[src/rtl/mips32_pkg.sv]
// Shared definitions for the MIPS32 core and its program loader.
package mips32_pkg;

  typedef enum logic [2:0] {
    ST_IDLE,
    ST_ADDR_HI,
    ST_ADDR_LO,
    ST_CNT_HI,
    ST_CNT_LO,
    ST_DATA,
    ST_CKSUM
  } ldr_state_t;

  localparam logic [7:0]  SYNC_DEFAULT = 8'hA5;
  localparam int unsigned IMEM_DEPTH   = 1024;

endpackage

[src/rtl/loader_byte_asm.sv]
// Shifts data bytes into 32-bit words (MSB first) and keeps the running XOR checksum.
// word_o/word_done_o are combinational so the loader can register the write on the 4th byte.
module loader_byte_asm (
  input  logic        clk1,
  input  logic        rst_n,
  input  logic        clr_i,
  input  logic        shift_i,
  input  logic [7:0]  byte_i,
  output logic [31:0] word_o,
  output logic        word_done_o,
  output logic [7:0]  xor_o
);

  logic [23:0] part_q, part_d;
  logic [1:0]  cnt_q, cnt_d;
  logic [7:0]  xor_q, xor_d;

  always_comb begin
    part_d = part_q;
    cnt_d  = cnt_q;
    xor_d  = xor_q;
    if (clr_i) begin
      part_d = '0;
      cnt_d  = '0;
      xor_d  = '0;
    end else if (shift_i) begin
      part_d = {part_q[15:0], byte_i};
      cnt_d  = cnt_q + 2'd1;
      xor_d  = xor_q ^ byte_i;
    end
  end

  always_ff @(posedge clk1) begin
    if (!rst_n) begin
      part_q <= '0;
      cnt_q  <= '0;
      xor_q  <= '0;
    end else begin
      part_q <= part_d;
      cnt_q  <= cnt_d;
      xor_q  <= xor_d;
    end
  end

  // The byte counter wraps to 0 after the 4th byte, so each word starts aligned.
  assign word_o      = {part_q, byte_i};
  assign word_done_o = shift_i && (cnt_q == 2'd3);
  assign xor_o       = xor_q;

endmodule

[src/rtl/mips32_prog_loader.sv]
// Byte-stream frame loader: writes words into instruction/data memory, then releases the CPU.
// Stalls the input for exactly the cycle in which a word write is presented.
module mips32_prog_loader
  import mips32_pkg::*;
#(
  parameter int         ADDR_W = $clog2(IMEM_DEPTH),
  parameter logic [7:0] SYNC   = SYNC_DEFAULT
) (
  input  logic              clk1,
  input  logic              rst_n,
  input  logic [7:0]        in_data,
  input  logic              in_valid,
  output logic              in_ready,
  output logic              mem_we,
  output logic [ADDR_W-1:0] mem_addr,
  output logic [31:0]       mem_wdata,
  output logic              cpu_halt,
  output logic              cpu_start,
  output logic              load_err
);

  ldr_state_t        state_q;
  logic [7:0]        addr_hi_q;
  logic [7:0]        cnt_hi_q;
  logic [15:0]       words_left_q;
  logic [ADDR_W-1:0] addr_q;
  logic              in_ready_q;
  logic              mem_we_q;
  logic [ADDR_W-1:0] mem_addr_q;
  logic [31:0]       mem_wdata_q;
  logic              cpu_halt_q;
  logic              cpu_start_q;
  logic              load_err_q;

  logic        accept;
  logic        asm_clr;
  logic        asm_shift;
  logic [31:0] asm_word;
  logic        asm_done;
  logic [7:0]  asm_xor;

  assign accept    = in_valid && in_ready_q;
  assign asm_clr   = accept && (state_q == ST_IDLE) && (in_data == SYNC);
  assign asm_shift = accept && (state_q == ST_DATA);

  loader_byte_asm u_asm (
    .clk1        (clk1),
    .rst_n       (rst_n),
    .clr_i       (asm_clr),
    .shift_i     (asm_shift),
    .byte_i      (in_data),
    .word_o      (asm_word),
    .word_done_o (asm_done),
    .xor_o       (asm_xor)
  );

  always_ff @(posedge clk1) begin
    if (!rst_n) begin
      state_q      <= ST_IDLE;
      addr_hi_q    <= '0;
      cnt_hi_q     <= '0;
      words_left_q <= '0;
      addr_q       <= '0;
      in_ready_q   <= 1'b0;
      mem_we_q     <= 1'b0;
      mem_addr_q   <= '0;
      mem_wdata_q  <= '0;
      cpu_halt_q   <= 1'b0;
      cpu_start_q  <= 1'b0;
      load_err_q   <= 1'b0;
    end else begin
      mem_we_q    <= 1'b0;
      cpu_start_q <= 1'b0;
      in_ready_q  <= 1'b1;
      if (accept) begin
        case (state_q)
          ST_IDLE: begin
            if (in_data == SYNC) begin
              state_q    <= ST_ADDR_HI;
              cpu_halt_q <= 1'b1;
            end
          end
          ST_ADDR_HI: begin
            addr_hi_q <= in_data;
            state_q   <= ST_ADDR_LO;
          end
          ST_ADDR_LO: begin
            addr_q  <= ADDR_W'({addr_hi_q, in_data});
            state_q <= ST_CNT_HI;
          end
          ST_CNT_HI: begin
            cnt_hi_q <= in_data;
            state_q  <= ST_CNT_LO;
          end
          ST_CNT_LO: begin
            words_left_q <= {cnt_hi_q, in_data};
            state_q      <= ({cnt_hi_q, in_data} == 16'd0) ? ST_CKSUM : ST_DATA;
          end
          ST_DATA: begin
            // Drop ready while the write is visible so the next byte cannot overlap it.
            if (asm_done) begin
              mem_we_q     <= 1'b1;
              in_ready_q   <= 1'b0;
              mem_addr_q   <= addr_q;
              mem_wdata_q  <= asm_word;
              addr_q       <= addr_q + ADDR_W'(1);
              words_left_q <= words_left_q - 16'd1;
              if (words_left_q == 16'd1) state_q <= ST_CKSUM;
            end
          end
          ST_CKSUM: begin
            if (in_data == asm_xor) begin
              cpu_start_q <= 1'b1;
              cpu_halt_q  <= 1'b0;
              load_err_q  <= 1'b0;
            end else begin
              load_err_q  <= 1'b1;
            end
            state_q <= ST_IDLE;
          end
          default: state_q <= ST_IDLE;
        endcase
      end
    end
  end

  assign in_ready  = in_ready_q;
  assign mem_we    = mem_we_q;
  assign mem_addr  = mem_addr_q;
  assign mem_wdata = mem_wdata_q;
  assign cpu_halt  = cpu_halt_q;
  assign cpu_start = cpu_start_q;
  assign load_err  = load_err_q;

endmodule

[config.mk]
export PLATFORM = sky130hd
export DESIGN_NAME = mips32_prog_loader
export DESIGN_NICKNAME = d
export VERILOG_FILES = /design/src/rtl/mips32_pkg.sv /design/src/rtl/loader_byte_asm.sv /design/src/rtl/mips32_prog_loader.sv
export SDC_FILE = /design/constraint.sdc
export NUM_CORES = 1
export LEC_CHECK = 0
export CORE_ASPECT_RATIO = 0.9
export CORE_MARGIN = 4
export CORE_UTILIZATION = 30
export DETAILED_ROUTE_END_ITERATION = 16
export MAX_ROUTING_LAYER = met4
export PLACE_DENSITY = 0.45
export SLEW_MARGIN = 20
export SYNTH_ARGS = -nofsm -noshare
export SYNTH_HDL_FRONTEND = slang
export SYNTH_SLANG_ARGS = --single-unit
[constraint.sdc]
create_clock -name clk1 -period 1.85 [get_ports clk1]
set_clock_uncertainty 0.05 [all_clocks]
set_input_delay 0.2775 -clock clk1 [delete_from_list [all_inputs] [get_ports clk1]]
set_output_delay 0.2775 -clock clk1 [all_outputs]
set_load 0.1 [all_outputs]
* Yosys cells after proc, flatten, opt, wreduce, memory -nomap -nowiden
Index checks and enable logic that the tools add are counted.
** Cells by class
- Add/sub/neg operators :: 3
- Eq/ne operators :: 14
- Muxes and demuxes :: 18
- Bitwise logic cells :: 2
- Reduce and logical (&&, ||, !) cells :: 21
** Operator list (count)
- $pmux 16 s2 :: 1
- $pmux 10 s2 :: 1
- $pmux 3 s6 :: 1
- $eq 16x1->1 const B :: 1
- $logic_not 16->1 :: 1
- $mux 16 :: 1
- $sub 16x1->16 const B :: 1
- $reduce_and 3->1 :: 5
- $add 10x1->10 const B :: 1
- $mux 10 :: 1
- $eq 3x3->1 const B :: 3
- $mux 3 :: 3
- $eq 8x8->1 :: 1
- $eq 8x8->1 const B :: 1
- $mux 1 :: 8
- $reduce_and 4->1 :: 2
- $xor 8x8->8 :: 1
- $eq 3x2->1 const B :: 2
- $reduce_and 2->1 :: 3
- $reduce_bool 2->1 :: 3
- $logic_and 1x1->1 :: 5
- $ne 2x1->1 const B :: 2
- $ne 2x2->1 const B :: 2
- $eq 3x1->1 const B :: 1
- other kinds (7) :: 7
** Word-level totals
- Register bits :: 120
- Input port bits :: 11
- Output and inout port bits :: 47
- Word-level logic and storage cells :: 73

* Depth between registers and ports, before layout
Gate-level depths: netlist of the first run.
- Depth after elaboration :: 6
- Mapped depth :: 7
- Depth with buffers taken out :: 6

* By module
Synthesis of the first run repeated with hierarchy kept, for this count alone.
** Unflattened totals
- Cell total of the unflattened synthesis :: 631
- Area, all modules :: 5393.9 um2
** Modules (own cells, without submodules)
- mips32_prog_loader :: times used 1, cells each 501, area each 3973.8 um2, sequential area each 1721.7 um2
- loader_byte_asm :: times used 1, cells each 130, area each 1420.1 um2, sequential area each 680.7 um2

* Worst setup path after synthesis of the first run
No wires, ideal clock.
- Path type :: flip-flop to flip-flop
- Start point :: register in_ready_q, in the netlist in_ready
- End point :: register words_left_q[6]
- Setup time :: 116 ps
- Arrival :: 2162 ps
- Required time :: 1684 ps
- Slack :: -478 ps
- Stages on the path, launching flop included :: 6
- Path buffers :: 2
- Period minus slack after synthesis :: 2328 ps
- Cell sequence :: dfxtp_1 nand4b_2 or2_1 buf_2 buf_2 o211a_1
** On the way
- Cells in the longest elaborated chain, start to end :: 5
** Ends and longest elaborated chain
- from (decl) :: RTL line mips32_prog_loader.sv:27 : logic in_ready_q;
- from (signal assigned) :: RTL line mips32_prog_loader.sv:64 : in_ready_q <= 1'b0;
- from (signal assigned) :: RTL line mips32_prog_loader.sv:74 : in_ready_q <= 1'b1;
- from (signal assigned) :: RTL line mips32_prog_loader.sv:103 : in_ready_q <= 1'b0;
- $logic_and 1x1->1 * :: RTL line mips32_prog_loader.sv:42 : assign accept = in_valid && in_ready_q;
- $logic_and 1x1->1 :: RTL line mips32_prog_loader.sv:44 : assign asm_shift = accept && (state_q == ST_DATA);
- $logic_and 1x1->1 :: RTL line loader_byte_asm.sv:47 : assign word_done_o = shift_i && (cnt_q == 2'd3);
- $ne 2x2->1 (no line)
- $reduce_and 3->1 (no line) *
- to (signal assigned) :: RTL line mips32_prog_loader.sv:96 : words_left_q <= {cnt_hi_q, in_data};
- to (signal assigned) :: RTL line mips32_prog_loader.sv:107 : words_left_q <= words_left_q - 16'd1;
- to (decl) :: RTL line mips32_prog_loader.sv:25 : logic [15:0] words_left_q;
Mark *: on every way between the ends. The rest lies on a longest branch, timed or not.
A chain may end at the register's enable or synchronous reset.

* Worst setup path after layout of the first run
- Start point :: register words_left_q[8]
- End point :: register state_q[0]
** On the way
- Cells in the longest elaborated chain, start to end :: 3
** Ends and longest elaborated chain
- $eq 16x1->1 :: RTL line mips32_prog_loader.sv:108 : if (words_left_q == 16'd1) state_q <= ST_CKSUM;
- $ne 2x1->1 (no line)
- $reduce_and 4->1 (no line)
- to (signal assigned) :: RTL line mips32_prog_loader.sv:97 : state_q <= ({cnt_hi_q, in_data} == 16'd0) ? ST_CKSUM : ST_DATA;
- to (decl) :: RTL line mips32_prog_loader.sv:22 : ldr_state_t state_q;
Every way passes these cells.

==> impl_results.md, run 1 <==
- Syn Nets: 676
- Power Dens Cells: 866 nW/um^2
- Synth Area in XOR/XNOR: 0.0278
- Nets@finish: 775
- Synth Warn #: 0
- Critical Path AT: 2.01 ns
- Share of layout cells above drive strength 1: 0.228
- Die Area: 20000 um^2
- Final wirelength: 16000 um
- Unrepaired setup endpoints after global routing: no
- Mapped cell area: 5350 um^2
- Flops & latches, synth: 120
- Vias/cell: 4.92
- Worst slew pin tran: 0.544 ns
- Drt first pass iters: 5
- Clock sinks: 120
- Placed Area: 6740 um^2
- Clock Path Buffers: 2
- Ys async rst share: 0
- FMAX: 566 MHz
- CP Max Fanout: 7
- Core area: 17600 um^2
- Hold Crit Start: mem_wdata[2]$_SDFFE_PN0P_
- DRC Markers: 0
- CP Capture Type: flop
- Number of synthesized flops with an enable pin: 0
- Simple-Gate Fraction of Synth Area: 0.265
- CP peak stage delay: 0.69 ns
- Dominant synthesized flop cell: dfxtp_1
- Adder-cell share of the synthesized area: 0.00936
- Critical path depth: 4
- Die height: 135 um
- CTS tree: built
- Clk slew on worst S/H paths: 0.06 ns
- Tcrit/Tclk final: 0.956
- Worst path cell trace: or4_1, nor4_1, and4_1, o22ai_1
- Compound-Gate Fraction of Synth Area: 0.192
- Synth area leaders: dfxtp_1 45%, nand2_1 11%, a21oi_1 9.5%
- Setup tns final: 0 ns
- Input/output buffers: 57
- Clock Root Buffer: clkbuf_16
- Vias in the first global route: 4793
- Max-Cap Viols: 0
- Synth top area share: 0.449
- Worst r2r src: words_left_q[8]$_SDFFE_PN0P_
- Initial antenna violation count: 0
- Clk Latency, worst-skew pair: 0.41 ns
- Top delay family on crit path: simple AND/OR/NAND/NOR gates
- CP Class: flop to flop
- I/O pins: 58
- Initial Util: 0.305
- CP startpoint: words_left_q[8]$_SDFFE_PN0P_
- CP Buf/Inv Count: 0
- Status: completed
- Post-route ant nets: 0
- DP HPWL: 11600 um
- Antenna Cells: 0
- Min-delay worst type: flop to flop
- Dpl cells: 981
- Relative slew slack: 0.634
- R2R setup slack: 0.08 ns
- Slew Viols, Final: 0
- CP Launch Type: flop
- Dominant cell type by area after synthesis: dfxtp_1
- Setup Viol. Count Final: 0
- Die Wd: 149 um
- Final Util: 0.422
- FF-to-FF path depth: 4
- Syn Area/Cell: 8.09 um^2
- Most frequent cell after synthesis: nand2_1
- Top cells by count, synth: 159 x nand2_1, 120 x dfxtp_1, 102 x a21oi_1
- Gr usage total: 0.168
- First-pass GRT wire length: 25900 um
- Final min period: 1.77 ns
- Grt ovf: 0
- Largest family of logic cells by synthesized area: simple AND/OR/NAND/NOR gates
- Post-synth cell types: 71
- Via count: 4981
- Placer's final routability congestion estimate: 0.920
- Fill cells: 1754
- Final Instance Count excl. Fillers: 1013
- Seq/Total Area, Yosys: 0.449
- TritonCTS Buffers: 17
- Post-CTS Hold Fix Bufs: 0
- DR WL/cell: 15.8 um
- Final count of hold timing violations: 0
- Post-synthesis mux area share: 0.00585
- Final instance area: 7410 um^2
- Slowest-stage cell, CP: or4_1
- Worst vdd ir: 0.000619 V
- Detailed Route Iter0 Violations: 325
- Site row count: 46
- CP required: 2.09 ns
- Worst Setup EP: state_q[0]$_SDFFE_PN0P_
- LEAKAGE: 2.80 nW
- Area Overhead vs Synth: 38.5%
- Worst r2r dst: state_q[0]$_SDFFE_PN0P_
- Mapped Cells: 661
- Largest net degree at the start of global routing: 44
- H-tree levels: 4
[report_power, final]
part           internal (mW)  switching, mW  leakage, nW
clock                   2.42           1.20        0.320
sequential              2.59        0.00401        0.967
combinational         0.0858          0.127         1.52
[sequential cells by signal, indices dropped and copies added, names as in the netlist]
signal        cells
addr_hi_q         2
addr_q           10
cnt_hi_q          8
cpu_halt          1
cpu_start         1
in_ready          1
load_err          1
mem_addr         10
mem_wdata        32
mem_we            1
state_q           3
u_asm.cnt_q       2
u_asm.part_q     24
u_asm.xor_o       8
words_left_q     16
[layer usage]
layer,global-route usage,part of all wire,vias to the layer above
met3,0.0433,0.046,23
met1,0.237,0.51,2322
met4,0.0524,0.019,0
li1,-,-,2519
met5,-,0,-
met2,0.236,0.42,117
[tightest hold or removal path, stage by stage, from the launching register on]
cell	delay (ns)
dfxtp_1	0.30
nand2_1	0.05
a21oi_1	0.05
[worst min path at each step]
stage,to,slack (ns),depth (start not counted)
final,mem_wdata[2]$_SDFFE_PN0P_,0.40,2
after global routing,mem_wdata[2]$_SDFFE_PN0P_,0.42,2
after CTS,u_asm.part_q[17]$_SDFFE_PP0P_,0.41,2
after detailed placement,u_asm.part_q[17]$_SDFFE_PP0P_,0.40,2
after global placement,u_asm.cnt_q[1]$_SDFFE_PP0P_,0.40,2
after floorplan,cnt_hi_q[2]$_SDFFE_PN0P_,0.36,2
[layout by cell type, fill, tap and decap left out, types with 6 or more instances in the layout]
cell and n:
nand2_1 159, a21oi_1 102, inv_1 8, nor3_1 12, o21ai_0 17, xor2_1 16, clkbuf_16 17, buf_12 27
buf_4 90, nand4_1 7, o211ai_1 6, nand3_1 18, clkdlybuf4s50_1 10, nor4_1 13, nor2_1 29, dfxtp_1 119
[stage by stage]
step | setup slack, ns | hold slack, ns | power [mW]
final | 0.0823 | 0.403 | 6.42
after global routing | 0.0123 | 0.417 | 6.63
after CTS | 0.0189 | 0.406 | 6.50
after detailed placement | -0.303 | 0.398 | 2.86
after global placement | -0.303 | 0.397 | 2.86
after floorplan | 0.103 | 0.364 | 2.74
[final cells by class]
type                       instances  area [um^2]  share of cell area
multi-input combinational        485         2710               0.366
tap                              240          300              0.0405
clock inverter                    13          201              0.0272
sequential                       120         2410               0.325
inverter                           9         33.8             0.00456
clock buffer                      19          443              0.0598
timing repair buffer             127         1320               0.178
[what timing repair did]
action | in CTS | in global routing
pin swaps | 0 | 1
resized for setup | 2 | 4
buffers inserted | 0 | 0
endpoints found under the setup margin | 1 | 6
[cells by family after synthesis]
kind of cell	count (synthesis)
mux	3
simple gates	287
fa+ha+maj	4
buf+inv	56
xor+xnor	17
compound gates	174
flops	120
Note: power is estimated with default switching activity, not from simulation.
==> inputs of run 2 (changes only) <==
CORE_ASPECT_RATIO = 1.2   (was 0.9)
==> run 2 against run 1 <==
  * Utilization down 1.0 points
  * Total power down 7.0%
  * Sequential cell count unchanged
  * First-iteration DRC count down 0.92%
  * Global-route usage down 0.057 points
  * Sequential share of layout area up 0.90 points
  * Routed wire length about the same
  * Combinational power up 2%
  * Non-clock buffer count up 4
  * Critical path depth unchanged
  * Clock-buffer cell count up 1
==> impl_results.md, run 2 (same netlist as run 1, synthesis figures left out) <==
- Clk slew on worst S/H paths: 0.06 ns
- R2R setup slack: 0.12 ns
- Input/output buffers: 57
- Max-Cap Viols: 0
- Setup Buffers After CTS: 0
- Worst path cell trace: or4_1, nor4_1, and4_1, o22ai_1
- Largest net degree at the start of global routing: 35
- Area occupied by multi-input gates: 2710 um^2
- DRC Markers: 0
- Final min period: 1.73 ns
- Vias/cell: 5.09
- Initial antenna violation count: 0
- Post-CTS Resized: 0
- DP HPWL: 11800 um
- Final count of hold timing violations: 0
- Post-route ant nets: 0
- Post-CTS Hold Fix Bufs: 0
- Worst slew pin tran: 0.413 ns
- Flip-flop count of the largest register after layout: 32
- Die Area: 20000 um^2
- I/O pins: 58
- Clock Path Buffers: 2
- CP Class: flop to flop
- Detailed Route Iter0 Violations: 322
- Placer's final routability congestion estimate: 0.873
- CTS tree: built
- Min-delay worst type: flop to flop
- H-tree levels: 4
- Worst vdd ir: 0.000614 V
- Register area: 2410 um^2
- Clock Root Buffer: clkbuf_16
- CP Launch Type: flop
- Die height: 154 um
- CP startpoint: words_left_q[8]$_SDFFE_PN0P_
- Grt ovf: 0
- Die Wd: 130 um
- CP peak stage delay: 0.65 ns
- Worst r2r src: words_left_q[8]$_SDFFE_PN0P_
- Status: completed
- Tcrit/Tclk final: 0.935
- CP Capture Type: flop
- DR WL/cell: 16.0 um
- Critical Path AT: 1.98 ns
- Dpl cells: 965
- Antenna Cells: 0
- Core area: 17500 um^2
- Worst Setup EP: state_q[0]$_SDFFE_PN0P_
- Clock sinks: 120
- First-pass GRT wire length: 25800 um
- FMAX: 578 MHz
- Final Instance Count excl. Fillers: 998
- Most common cell after layout, fill and taps aside: nand2_1
- Drt first pass iters: 5
- LEAKAGE: 2.75 nW
- Vias in the first global route: 4955
- TritonCTS Buffers: 17
- Initial Util: 0.306
- CP Max Fanout: 3
- Clk Latency, worst-skew pair: 0.42 ns
- Relative slew slack: 0.724
- Gr usage total: 0.168
- FF-to-FF path depth: 4
- Power Dens Cells: 827 nW/um^2
- Via count: 5084
- Worst r2r dst: state_q[0]$_SDFFE_PN0P_
- Total power draw: 5.97 mW
- Slowest-stage cell, CP: or4_1
- Fill cells: 1797
- Nets@finish: 780
- Area Overhead vs Synth: 34.9%
- Site row count: 53
- Final wirelength: 16000 um
- Slew Viols, Final: 0
- Final Util: 0.412
- Most frequent cells in the layout: 159 x nand2_1, 118 x dfxtp_1, 104 x buf_4
- Share of layout cells above drive strength 1: 0.231
- Setup Viol. Count Final: 0
- CP required: 2.10 ns
## run 2: cell count changes in the layout (fill, tap and decap cells not counted), sizes merged
| cell | before | now |
|---|---|---|
| buf | 117 | 121 |
| inv | 9 | 11 |
| nand3b | 3 | 4 |
| clkinv | 8 | 6 |
| bufinv | 5 | 1 |
| clkinvlp | 0 | 3 |
| clkbuf | 19 | 20 |
## run 2: final cells by class
type	count	share of cell area
inverter	9	0.00468
multi-input combinational	486	0.375
clock inverter	12	0.0168
timing repair buffer	131	0.169
sequential	120	0.334
clock buffer	20	0.0619
tap	220	0.0382
## run 2: metal layers
metal / vias to the layer above / GRT usage / share of wire
met4: 0 / 0.0629 / 0.030
met3: 34 / 0.0428 / 0.039
met2: 121 / 0.267 / 0.49
met1: 2392 / 0.204 / 0.45
met5: - / - / 0
li1: 2537 / - / -
## run 2: worst min-delay path by stage
stage | slack, ns | startpoint | endpoint | cells after the start
floorplan | 0.36 | in_data[2] | cnt_hi_q[2]$_SDFFE_PN0P_ | 2
global placement | 0.39 | mem_wdata[6]$_SDFFE_PN0P_ | mem_wdata[6]$_SDFFE_PN0P_ | 2
detailed placement | 0.40 | u_asm.part_q[16]$_SDFFE_PP0P_ | u_asm.part_q[16]$_SDFFE_PP0P_ | 2
CTS | 0.41 | u_asm.part_q[16]$_SDFFE_PP0P_ | u_asm.part_q[16]$_SDFFE_PP0P_ | 2
global route | 0.42 | mem_wdata[1]$_SDFFE_PN0P_ | mem_wdata[1]$_SDFFE_PN0P_ | 2
finish | 0.41 | mem_wdata[8]$_SDFFE_PN0P_ | mem_wdata[8]$_SDFFE_PN0P_ | 2
## run 2: worst max-delay path: cells and delay by family (launching register included)
kind / cells / cell delay, ns
AO/OA/AOI/OAI: 1 / 0.07
flip-flops: 1 / 0.31
AND/OR/NAND/NOR: 3 / 1.18
## run 2: through the flow
stage | TNS (ns) | instance area (um^2) | hold WS [ns] | setup slack (ns)
2_1_floorplan | 0 | 5350 | 0.364 | 0.103
3_5_place_dp | -8.76 | 6620 | 0.398 | -0.169
6_report | 0 | 7210 | 0.405 | 0.120
4_1_cts | 0 | 7180 | 0.407 | 0.0183
5_1_grt | -0.00272 | 7210 | 0.422 | -0.00272
3_3_place_gp | -5.47 | 6620 | 0.394 | -0.168
## run 2: report_power, final
part	internal (mW)	switching, mW	total, mW
Sequential	2.59	0.00307	2.59
Combinational	0.0900	0.127	0.217
Clock	1.90	1.26	3.16
==> inputs of run 3 (changes only) <==
CORE_MARGIN = 3   (was 4)
PLACE_DENSITY = 0.57   (was 0.45)
==> run 3 against run 2 <==
  * Maximum frequency fell by 2.0%
  * Clock power rose by 11%
  * Register-to-register slack got worse by 0.04 ns
  * Cell area rose by 1.8%
  * Final cell count rose by 0.30%
  * Total power rose by 5.6%
  * Via count fell by 1.6%
  * Non-clock buffer count rose by 9
  * Global-route usage fell by 0.69 points
  * Critical path type unchanged
  * Critical endpoint is now words_left_q[12]$_SDFFE_PN0P_
  * Highest routed layer unchanged
==> impl_results.md, run 3 (same netlist as run 1, synthesis figures left out) <==
- Status: completed
- DRC Markers: 0
- Placer's final routability congestion estimate: 0.873
- P_sw: 1.39 mW
- Power Dens Cells: 858 nW/um^2
- Final min period: 1.77 ns
- Die Wd: 128 um
- Input/output buffers: 57
- First-pass GRT wire length: 24300 um
- Gr usage total: 0.161
- FF-to-FF path depth: 6
- Clk Latency, worst-skew pair: 0.42 ns
- R2R setup slack: 0.08 ns
- Max-Cap Viols: 0
- Final wirelength: 15200 um
- Flip-flop count of the largest register after layout: 32
- Hold Crit Start: mem_addr[6]$_SDFFE_PN0P_
- CP required: 2.13 ns
- Total power draw: 6.30 mW
- Share of layout cells above drive strength 1: 0.238
- TritonCTS Buffers: 17
- CP Launch Type: flop
- Largest net degree at the start of global routing: 35
- Hold Path Cell Cnt: 2
- Nets@finish: 788
- Met2 GRT Util: 0.256
- Fill cells: 1761
- GR Util met1: 0.202
- Detailed Route Iter0 Violations: 263
- Antenna Cells: 0
- Setup Viol. Count Final: 0
- Min-delay worst type: flop to flop
- Slew Viols, Final: 0
- Unrepaired setup endpoints after global routing: no
- Area Overhead vs Synth: 37.3%
- Die Area: 19500 um^2
- Setup Buffers After CTS: 0
- LEAKAGE: 2.83 nW
- Core area: 17200 um^2
- Logic gate share of total power: 0.033
- CTS tree: built
- H-tree levels: 4
- Via count: 5001
- Drt first pass iters: 5
- Grt ovf: 0
- Worst slew pin tran: 0.508 ns
- Place WS: -0.188 ns
- Hold Path End: mem_addr[6]$_SDFFE_PN0P_
- Clock Path Buffers: 2
- CP Max Fanout: 4
- FMAX: 566 MHz
- Post-route ant nets: 0
- Die height: 152 um
- Critical Path AT: 2.04 ns
- Final Util: 0.428
- Most frequent cells in the layout: 159 x nand2_1, 119 x dfxtp_1, 111 x buf_4
- Worst r2r src: words_left_q[1]$_SDFFE_PN0P_
- Setup tns final: 0 ns
- DP HPWL: 10800 um
- Tcrit/Tclk final: 0.954
- Final count of hold timing violations: 0
- I/O pins: 58
- Sequential share of power: 0.411
- CP Capture Type: flop
- Vias/cell: 5.00
- M3 GR Usage: 0.0375
- Setup WS post-layout: 0.0842 ns
- Post-CTS Hold Fix Bufs: 0
- Final Instance Count excl. Fillers: 1001
- Dpl cells: 970
- Global routing's busiest layer: met2
- Vias in the first global route: 4712
- Clk slew on worst S/H paths: 0.06 ns
- CP Class: flop to flop
- Worst r2r dst: words_left_q[12]$_SDFFE_PN0P_
- Clock Root Buffer: clkbuf_16
- DR WL/cell: 15.2 um
- Worst vdd ir: 0.000585 V
- Cell internal pwr: 4.91 mW
- Switch share: 0.221
- Clk pwr share: 0.556
- Initial Util: 0.311
- Site row count: 52
- Initial antenna violation count: 0
- Clock sinks: 120
- Most common cell after layout, fill and taps aside: nand2_1
- Relative slew slack: 0.659
-- run 3: through the flow --
stage                     area, um^2  hold slack, ns
after CTS                       7330           0.406
after floorplan                 5350           0.364
after global routing            7350           0.421
after detailed placement        6700           0.398
after global placement          6700           0.396
final                           7350           0.403
-- run 3: layout make-up --
cell class,instances,area (um^2),area share
clock buffers,19,464,0.0632
flip-flops and latches,120,2410,0.328
clock inverters,12,165,0.0225
multi-input cells,485,2690,0.367
well taps,216,270,0.0368
repair buffers,140,1310,0.179
inverters,9,33.8,0.00460
-- run 3: how the worst max path moves through the flow --
stage / start / end / slack, ns / cells past startpoint
global placement: in_data[2] / cpu_halt$_SDFFE_PN0P_ / -0.26 / 6
finish: words_left_q[1]$_SDFFE_PN0P_ / words_left_q[12]$_SDFFE_PN0P_ / 0.08 / 6
detailed placement: in_data[2] / cpu_halt$_SDFFE_PN0P_ / -0.19 / 6
CTS: words_left_q[1]$_SDFFE_PN0P_ / words_left_q[14]$_SDFFE_PN0P_ / 0.02 / 6
floorplan: words_left_q[0]$_SDFFE_PN0P_ / words_left_q[14]$_SDFFE_PN0P_ / 0.10 / 6
global route: words_left_q[1]$_SDFFE_PN0P_ / words_left_q[12]$_SDFFE_PN0P_ / 0.008 / 6
-- run 3: metal layers --
metal / wire length (um) / share of wire / up-vias
li1: - / - / 2548
met3: 566 / 0.037 / 15
met1: 6920 / 0.46 / 2345
met5: 0 / 0 / -
met4: 197 / 0.013 / 0
met2: 7520 / 0.49 / 93
-- run 3: what timing repair did --
| item | CTS | global route |
|---|---|---|
| pin swaps | 0 | 1 |
| gates cloned | 0 | 0 |
| endpoints found under the setup margin | 1 | 2 |
| resized for setup | 1 | 2 |
-- run 3: power by group through the flow --
stage,logic (mW),registers [mW],clock network [mW]
3_3_place_gp,0.209,2.65,0
4_1_cts,0.209,2.59,3.56
6_report,0.208,2.59,3.51
5_1_grt,0.219,2.59,3.69
3_5_place_dp,0.208,2.65,0
2_1_floorplan,0.0829,2.65,0
-- run 3: critical path, stage by stage (launching register included) --
cell and delay, ns:
dfxtp_1 0.31, inv_1 0.07, ha_2 0.21, or4b_4 0.52, nor3_2 0.20, nor3_1 0.06
a311oi_1 0.24
